===== src/rtl/pwm_pkg.sv =====
// Shared definitions for the multi-channel PWM block: count direction
// encoding and the all-ones compare constant helper.
package pwm_pkg;

   // Direction of the shared period counter; only center-aligned builds
   // ever leave DIR_UP.
   typedef enum logic {
      DIR_UP   = 1'b0,
      DIR_DOWN = 1'b1
   } pwm_dir_e;

   // All-ones value of a given bit width. A compare register holding this
   // value forces its output permanently high.
   function automatic logic [31:0] pwm_all_ones(input int unsigned width);
      if (width >= 32) begin
         return '1;
      end
      return (32'd1 << width) - 32'd1;
   endfunction

endpackage


===== src/rtl/pwm_multi_channel_tick_gen.sv =====
// Count-enable generator for the shared PWM counter. clk_in is
// asynchronous to sys_clk, so it is brought in through a two-flop
// synchroniser and a single-flop rising-edge detector. use_sys bypasses
// the external strobe and counts every sys_clk cycle.
module pwm_tick_gen
   import pwm_pkg::*;
(
   input  logic sys_clk,
   input  logic rst_n,
   input  logic clk_in,
   input  logic use_sys,
   output logic tick
);

   logic sync1_q;
   logic sync2_q;
   logic edge_q;

   // Synchroniser chain plus delayed copy used for edge detection.
   always_ff @(posedge sys_clk or negedge rst_n) begin
      if (!rst_n) begin
         sync1_q <= 1'b0;
         sync2_q <= 1'b0;
         edge_q  <= 1'b0;
      end else begin
         sync1_q <= clk_in;
         sync2_q <= sync1_q;
         edge_q  <= sync2_q;
      end
   end

   // One-cycle pulse per synchronised clk_in rise, or constant count.
   assign tick = use_sys | (sync2_q & ~edge_q);

endmodule


===== src/rtl/pwm_multi_channel.sv =====
// Multi-channel PWM generator: CHANNELS compare outputs share one
// programmable period counter. Period and compare writes land in shadow
// registers and are copied to the active set only at a period boundary,
// so outputs never glitch mid-period.
// Optional feature: define PWM_CENTER_ALIGN_EN to add the center input,
// which selects up/down (center-aligned) counting at each load point.
module pwm_multi_channel
   import pwm_pkg::*;
#(
   parameter int COMPARE_SIZE = 8,
   parameter int CHANNELS     = 4,
   parameter int CH_SEL_SIZE  = 2
) (
   input  logic                    sys_clk,
   input  logic                    rst_n,
   input  logic                    clk_in,
   input  logic                    use_sys,
   input  logic                    wr,
   input  logic                    wr_period,
   input  logic [CH_SEL_SIZE-1:0]  wr_sel,
   input  logic [COMPARE_SIZE-1:0] data_in,
   input  logic [CHANNELS-1:0]     ena,
`ifdef PWM_CENTER_ALIGN_EN
   input  logic                    center,
`endif
   output logic [CHANNELS-1:0]     pwm_out
);

   localparam logic [COMPARE_SIZE-1:0] CMP_MAX =
      COMPARE_SIZE'(pwm_all_ones(COMPARE_SIZE));
   localparam logic [COMPARE_SIZE-1:0] CNT_ONE = COMPARE_SIZE'(1);

   logic                    tick;
   logic                    wr_q;
   logic                    wr_fire;
   logic [COMPARE_SIZE-1:0] period_sh_q;
   logic [COMPARE_SIZE-1:0] period_act_q;
   logic [COMPARE_SIZE-1:0] cnt_q;
   logic [COMPARE_SIZE-1:0] cnt_d;
   logic                    load;
   logic                    wrap;

`ifdef PWM_CENTER_ALIGN_EN
   pwm_dir_e dir_q;
   pwm_dir_e dir_d;
   logic     center_q;
`endif

   pwm_tick_gen u_tick_gen (
      .sys_clk (sys_clk),
      .rst_n   (rst_n),
      .clk_in  (clk_in),
      .use_sys (use_sys),
      .tick    (tick)
   );

   // A held wr strobe performs exactly one write, on its rising edge.
   assign wr_fire = wr & ~wr_q;

   // Edge-aligned terminal count: wrap to zero and reload the active set.
   assign wrap = (cnt_q == period_act_q);

   // Next counter value and load strobe for the shared period counter.
   always_comb begin
      cnt_d = cnt_q;
      load  = 1'b0;
`ifdef PWM_CENTER_ALIGN_EN
      dir_d = dir_q;
      if (tick && center_q && (period_act_q != '0)) begin
         if (dir_q == DIR_UP) begin
            if (cnt_q >= period_act_q) begin
               cnt_d = cnt_q - CNT_ONE;
               dir_d = DIR_DOWN;
            end else begin
               cnt_d = cnt_q + CNT_ONE;
            end
         end else begin
            // Reaching zero on the way down closes the symmetric period.
            if (cnt_q <= CNT_ONE) begin
               cnt_d = '0;
               dir_d = DIR_UP;
               load  = 1'b1;
            end else begin
               cnt_d = cnt_q - CNT_ONE;
            end
         end
      end else if (tick) begin
         dir_d = DIR_UP;
         if (wrap) begin
            cnt_d = '0;
            load  = 1'b1;
         end else begin
            cnt_d = cnt_q + CNT_ONE;
         end
      end
`else
      if (tick) begin
         if (wrap) begin
            cnt_d = '0;
            load  = 1'b1;
         end else begin
            cnt_d = cnt_q + CNT_ONE;
         end
      end
`endif
   end

   // Counter, write edge detector and period shadow/active pair. On a
   // boundary the active register takes the pre-edge shadow, so a write
   // on the same edge only applies from the following boundary.
   always_ff @(posedge sys_clk or negedge rst_n) begin
      if (!rst_n) begin
         wr_q         <= 1'b0;
         cnt_q        <= '0;
         period_sh_q  <= CMP_MAX;
         period_act_q <= CMP_MAX;
      end else begin
         wr_q  <= wr;
         cnt_q <= cnt_d;
         if (wr_fire && wr_period) begin
            period_sh_q <= data_in;
         end
         if (load) begin
            period_act_q <= period_sh_q;
         end
      end
   end

`ifdef PWM_CENTER_ALIGN_EN
   // Count direction and center-mode selection, latched at load points.
   always_ff @(posedge sys_clk or negedge rst_n) begin
      if (!rst_n) begin
         dir_q    <= DIR_UP;
         center_q <= 1'b0;
      end else begin
         dir_q <= dir_d;
         if (load) begin
            center_q <= center;
         end
      end
   end
`endif

   // Per-channel compare shadow/active registers and output comparator.
   // Channel indices not present never match wr_sel, so out-of-range
   // compare writes are dropped.
   for (genvar i = 0; i < CHANNELS; i++) begin : g_ch
      logic [COMPARE_SIZE-1:0] cmp_sh_q;
      logic [COMPARE_SIZE-1:0] cmp_act_q;
      logic                    pwm_q;

      // Compare registers and the registered output of channel i.
      always_ff @(posedge sys_clk or negedge rst_n) begin
         if (!rst_n) begin
            cmp_sh_q  <= '0;
            cmp_act_q <= '0;
            pwm_q     <= 1'b0;
         end else begin
            if (wr_fire && !wr_period && (wr_sel == CH_SEL_SIZE'(i))) begin
               cmp_sh_q <= data_in;
            end
            if (load) begin
               cmp_act_q <= cmp_sh_q;
            end
            pwm_q <= ena[i] & ((cmp_act_q == CMP_MAX) | (cnt_q < cmp_act_q));
         end
      end

      assign pwm_out[i] = pwm_q;
   end

endmodule

===== config.mk =====
export PLATFORM = sky130hd
export DESIGN_NAME = pwm_multi_channel
export DESIGN_NICKNAME = d
export VERILOG_FILES = /design/src/rtl/pwm_pkg.sv /design/src/rtl/pwm_multi_channel_tick_gen.sv /design/src/rtl/pwm_multi_channel.sv
export SDC_FILE = /design/constraint.sdc
export NUM_CORES = 1
export LEC_CHECK = 0
export BUFFER_PORTS_ARGS = -buffer_cell sky130_fd_sc_hd__buf_2
export CAP_MARGIN = 20
export CELL_PAD_IN_SITES_DETAIL_PLACEMENT = 0
export CELL_PAD_IN_SITES_GLOBAL_PLACEMENT = 1
export CORE_MARGIN = 10
export CORE_UTILIZATION = 35
export DETAILED_ROUTE_END_ITERATION = 16
export GPL_ROUTABILITY_DRIVEN = 1
export PLACE_DENSITY_LB_ADDON = 0.05
export SYNTH_ARGS = -nofsm -noshare
export SYNTH_HDL_FRONTEND = slang
export SYNTH_SLANG_ARGS = --single-unit

===== constraint.sdc =====
create_clock -name sys_clk -period 2.87 [get_ports sys_clk]
set_clock_uncertainty 0.15 [all_clocks]
set_input_delay 0.574 -clock sys_clk [delete_from_list [all_inputs] [get_ports sys_clk]]
set_output_delay 0.574 -clock sys_clk [all_outputs]
set_load 0.02 [all_outputs]

==> out/metrics.csv <==
stage,metric,value,unit
outcome,status,"finished, final reports clean",
power_and_ir_drop,p_sw,1.19,mW
cts,cts_buffers,9,
timing,tns,0,ns
floorplan,io_pins,24,
cts,tritoncts,built,
logic_synthesis,ys_warn_count,0,
timing,fin_crit_sh,72.6,%
floorplan,die_h,134,um
setup_path,crit_end,g_ch[3].cmp_act_q[3],
cts,clk_pin_slew,0.06,ns
grt,antenna_found_initial,0,
setup_path,critPathLaunch,period_act_q[3],
logic_synthesis,yosys-top-cells-area,"dfrtp_1 (44%), mux2_2 (18%), dfstp_2 (9.2%)",
power_and_ir_drop,swShare,29.5,%
cts,ctsRootBufferMaster,clkbuf_16,
setup_path,cp.required,2.95,ns
setup_path,reg2reg_slack,0.79,ns
drt,avgRoutedWirePerCell,18.0,um
logic_synthesis,syn_area,4580,um^2
grt,grt_pass1_vias,2876,
cts,htree_num_levels,3,
setup_path,endpoint_kind,flip-flop,
timing,tightestPinTransition,0.705,ns
layout,fin_nets,443,
min_path,hold_path_class,in2async,
layout,layout-drive-gt1-share,36.4,%
drt,vias_per_cell,4.90,
drt,drt_first_pass_iters,4,
setup_path,regToRegStartpoint,period_act_q[3],
logic_synthesis,synth_top_cell_by_area,dfrtp_1,
power_and_ir_drop,leakage,2.32,nW
logic_synthesis,ys_seq_area_share,52.8,%
power_and_ir_drop,ir_worst_vdd,0.372,mV
placement,routabilityCongestion,0.732,
timing,setup_viol,0,
timing,period_needed,2.08,ns
power_and_ir_drop,p_per_area,764,nW/um^2
floorplan,die-area,18100,um^2
timing,fmax,480,MHz
floorplan,core,12700,um^2
setup_path,timing.rr.end,g_ch[3].cmp_act_q[3],
floorplan,start_util,36.0,%
placement,hpwl,7.15,mm
power_and_ir_drop,internal_power,2.85,mW
logic_synthesis,ys_ff_latch,96,
drt,dr_total_vias,2791,
flow_run,maxCapViolations,0,
setup_path,critPathMaxFanout,42,
power_and_ir_drop,p_comb_share,25.8,%
drt,wl,10.3,mm
placement,io_buffer_count,23,
setup_path,crit_arrival,2.16,ns
grt,grt_overflow_total,0,
drt,route.detailed.drc,0,
logic_synthesis,syn-instance-count,356,
logic_synthesis,synth_cell_type_count,34,
grt,grt_usage,12.3,%
cts,cts_resized,0,
logic_synthesis,synth_area_per_cell,12.9,um^2
cts,cts_setup_buffers,0,
timing,slew_headroom,53.0,%
drt,initialDrtViolationCount,96,
layout,syn_to_final_growth,15.4,%
layout,num_antenna_cells,0,
grt,grt_pass1_wl,16.8,mm
floorplan,rows,41,
cts,cts-root-to-sink-buffers,2,
power_and_ir_drop,p_seq_share,42.1,%
setup_path,ff2ff_path_depth,5,
cts,cts_sinks,96,
power_and_ir_drop,p_clk_share,32.1,%
placement,placed_area,4970,um^2
power_and_ir_drop,power,4.04,mW
timing,rsz0062_at_grt,no,
setup_path,worst_setup_path_start_kind,flip-flop,
logic_synthesis,synth_top_area_share,43.7,%
cts,insertion_delay,0.34,ns
setup_path,path_class,reg2reg,
drt,ant_nets,0,
layout,finalInstanceArea,5290,um^2
timing,slew_viol_final,0,
cts,hold_buffers,0,
grt,grt_max_degree,51,
logic_synthesis,syn_nets,405,
timing,hold_viol,0,
floorplan,die_w,134,um
-- how the worst min path moves through the flow --
stage	start	to	slack (ns)	cells past startpoint
floorplan	rst_n	cnt_q[0]	0.13	0
global placement	u_tick_gen.sync1_q	u_tick_gen.sync2_q	0.19	0
detailed placement	u_tick_gen.sync1_q	u_tick_gen.sync2_q	0.19	0
CTS	rst_n	g_ch[1].pwm_q	0.15	1
global route	rst_n	g_ch[1].pwm_q	0.15	1
finish	rst_n	g_ch[1].pwm_q	0.12	1
-- power groups by stage --
stage | clock [mW] | combinational (mW) | sequential [mW]
6_report | 1.30 | 1.04 | 1.70
5_1_grt | 1.41 | 1.20 | 1.73
4_1_cts | 1.34 | 1.08 | 1.70
3_5_place_dp | 0 | 1.07 | 1.73
3_3_place_gp | 0 | 1.06 | 1.72
2_1_floorplan | 0 | 0.646 | 1.75
-- cell type report --
class | instances | area (um^2)
Fill cell | 1265 | 7430
Sequential cell | 96 | 2420
Multi-Input combinational cell | 221 | 1970
Timing Repair Buffer | 36 | 253
Inverter | 30 | 113
Clock buffer | 11 | 243
Clock inverter | 4 | 76.3
Tap cell | 172 | 215
-- flip-flops by register name, summed over array words and instances, names as in the netlist --
name,count
g_ch.cmp_sh_q,32
g_ch.cmp_act_q,32
period_sh_q,8
g_ch.pwm_q,4
period_act_q,8
wr_q,1
cnt_q,8
u_tick_gen.sync1_q,1
u_tick_gen.edge_q,1
u_tick_gen.sync2_q,1
-- layout by cell type (no fill, tap or decap), drive strengths merged, types with 2 or more instances in the layout --
cell type / count
a2111oi: 4
a211oi: 2
a21o: 4
a21oi: 10
and3: 2
buf: 36
bufinv: 2
clkbuf: 11
dfrtp: 80
dfstp: 16
ha: 29
inv: 31
mux2: 80
nand2: 10
nand2b: 5
nand3: 8
nand3b: 2
nand4: 10
nor2: 13
nor3b: 2
o2111ai: 3
o211ai: 2
o21a: 4
o21ai: 13
o21bai: 4
xnor2: 8
xor2: 2
-- metal layers --
metal	GRT usage, %	share of wire [%]
met5	0	0
met4	3.26	0.95
met3	3.77	3.2
met2	18.8	46
met1	16.3	50
-- synthesized netlist by cell type, drive strengths merged --
library cell	instances
xor2	2
nand2	10
a21oi	10
nor2b	1
o2111ai	3
o21a	4
clkbuf	1
o21bai	4
nand4	10
and3	2
o21ai	13
a2111oi	4
o311ai	1
dfrtp	80
a211oi	2
nor2	13
nor3	1
xnor2	8
nor3b	2
dfstp	16
ha	29
a21o	4
nand3	8
inv	30
and4b	1
buf	8
o211ai	2
nand3b	2
nand2b	5
mux2	80
-- worst max-delay path, cell delays in order (launching register included) --
cell,delay (ns)
dfstp_2,0.55
xnor2_1,0.11
nand4_1,0.26
nor3_4,0.23
buf_12,0.28
mux2_2,0.37
-- cells by family (layout without fill, tap and decap cells) --
| logic type | count (synthesis) | after routing | share of synthesized area (%) |
|---|---|---|---|
| DFF | 96 | 96 | 52.8 |
| muxes | 80 | 80 | 19.7 |
| and+or+nand+nor | 55 | 55 | 6.85 |
| AOI/OAI and AO/OA | 47 | 47 | 6.66 |
| buffers and inverters | 39 | 81 | 4.18 |
| adders and majority gates | 29 | 29 | 7.91 |
| xor gates and xnor gates | 10 | 10 | 1.91 |
-- per-stage QoR --
stage               hold slack (ns)  setup WS (ns)  instances  util [%]
floorplan                     0.128          0.926        356         -
global placement              0.186          0.803        555      39.1
detailed placement            0.187          0.781        555      39.1
CTS                           0.150          0.766        570      41.6
global route                  0.151          0.663        570      41.6
finish                        0.122          0.786        570      41.6
No activity file was read; power rests on OpenSTA's default activity.
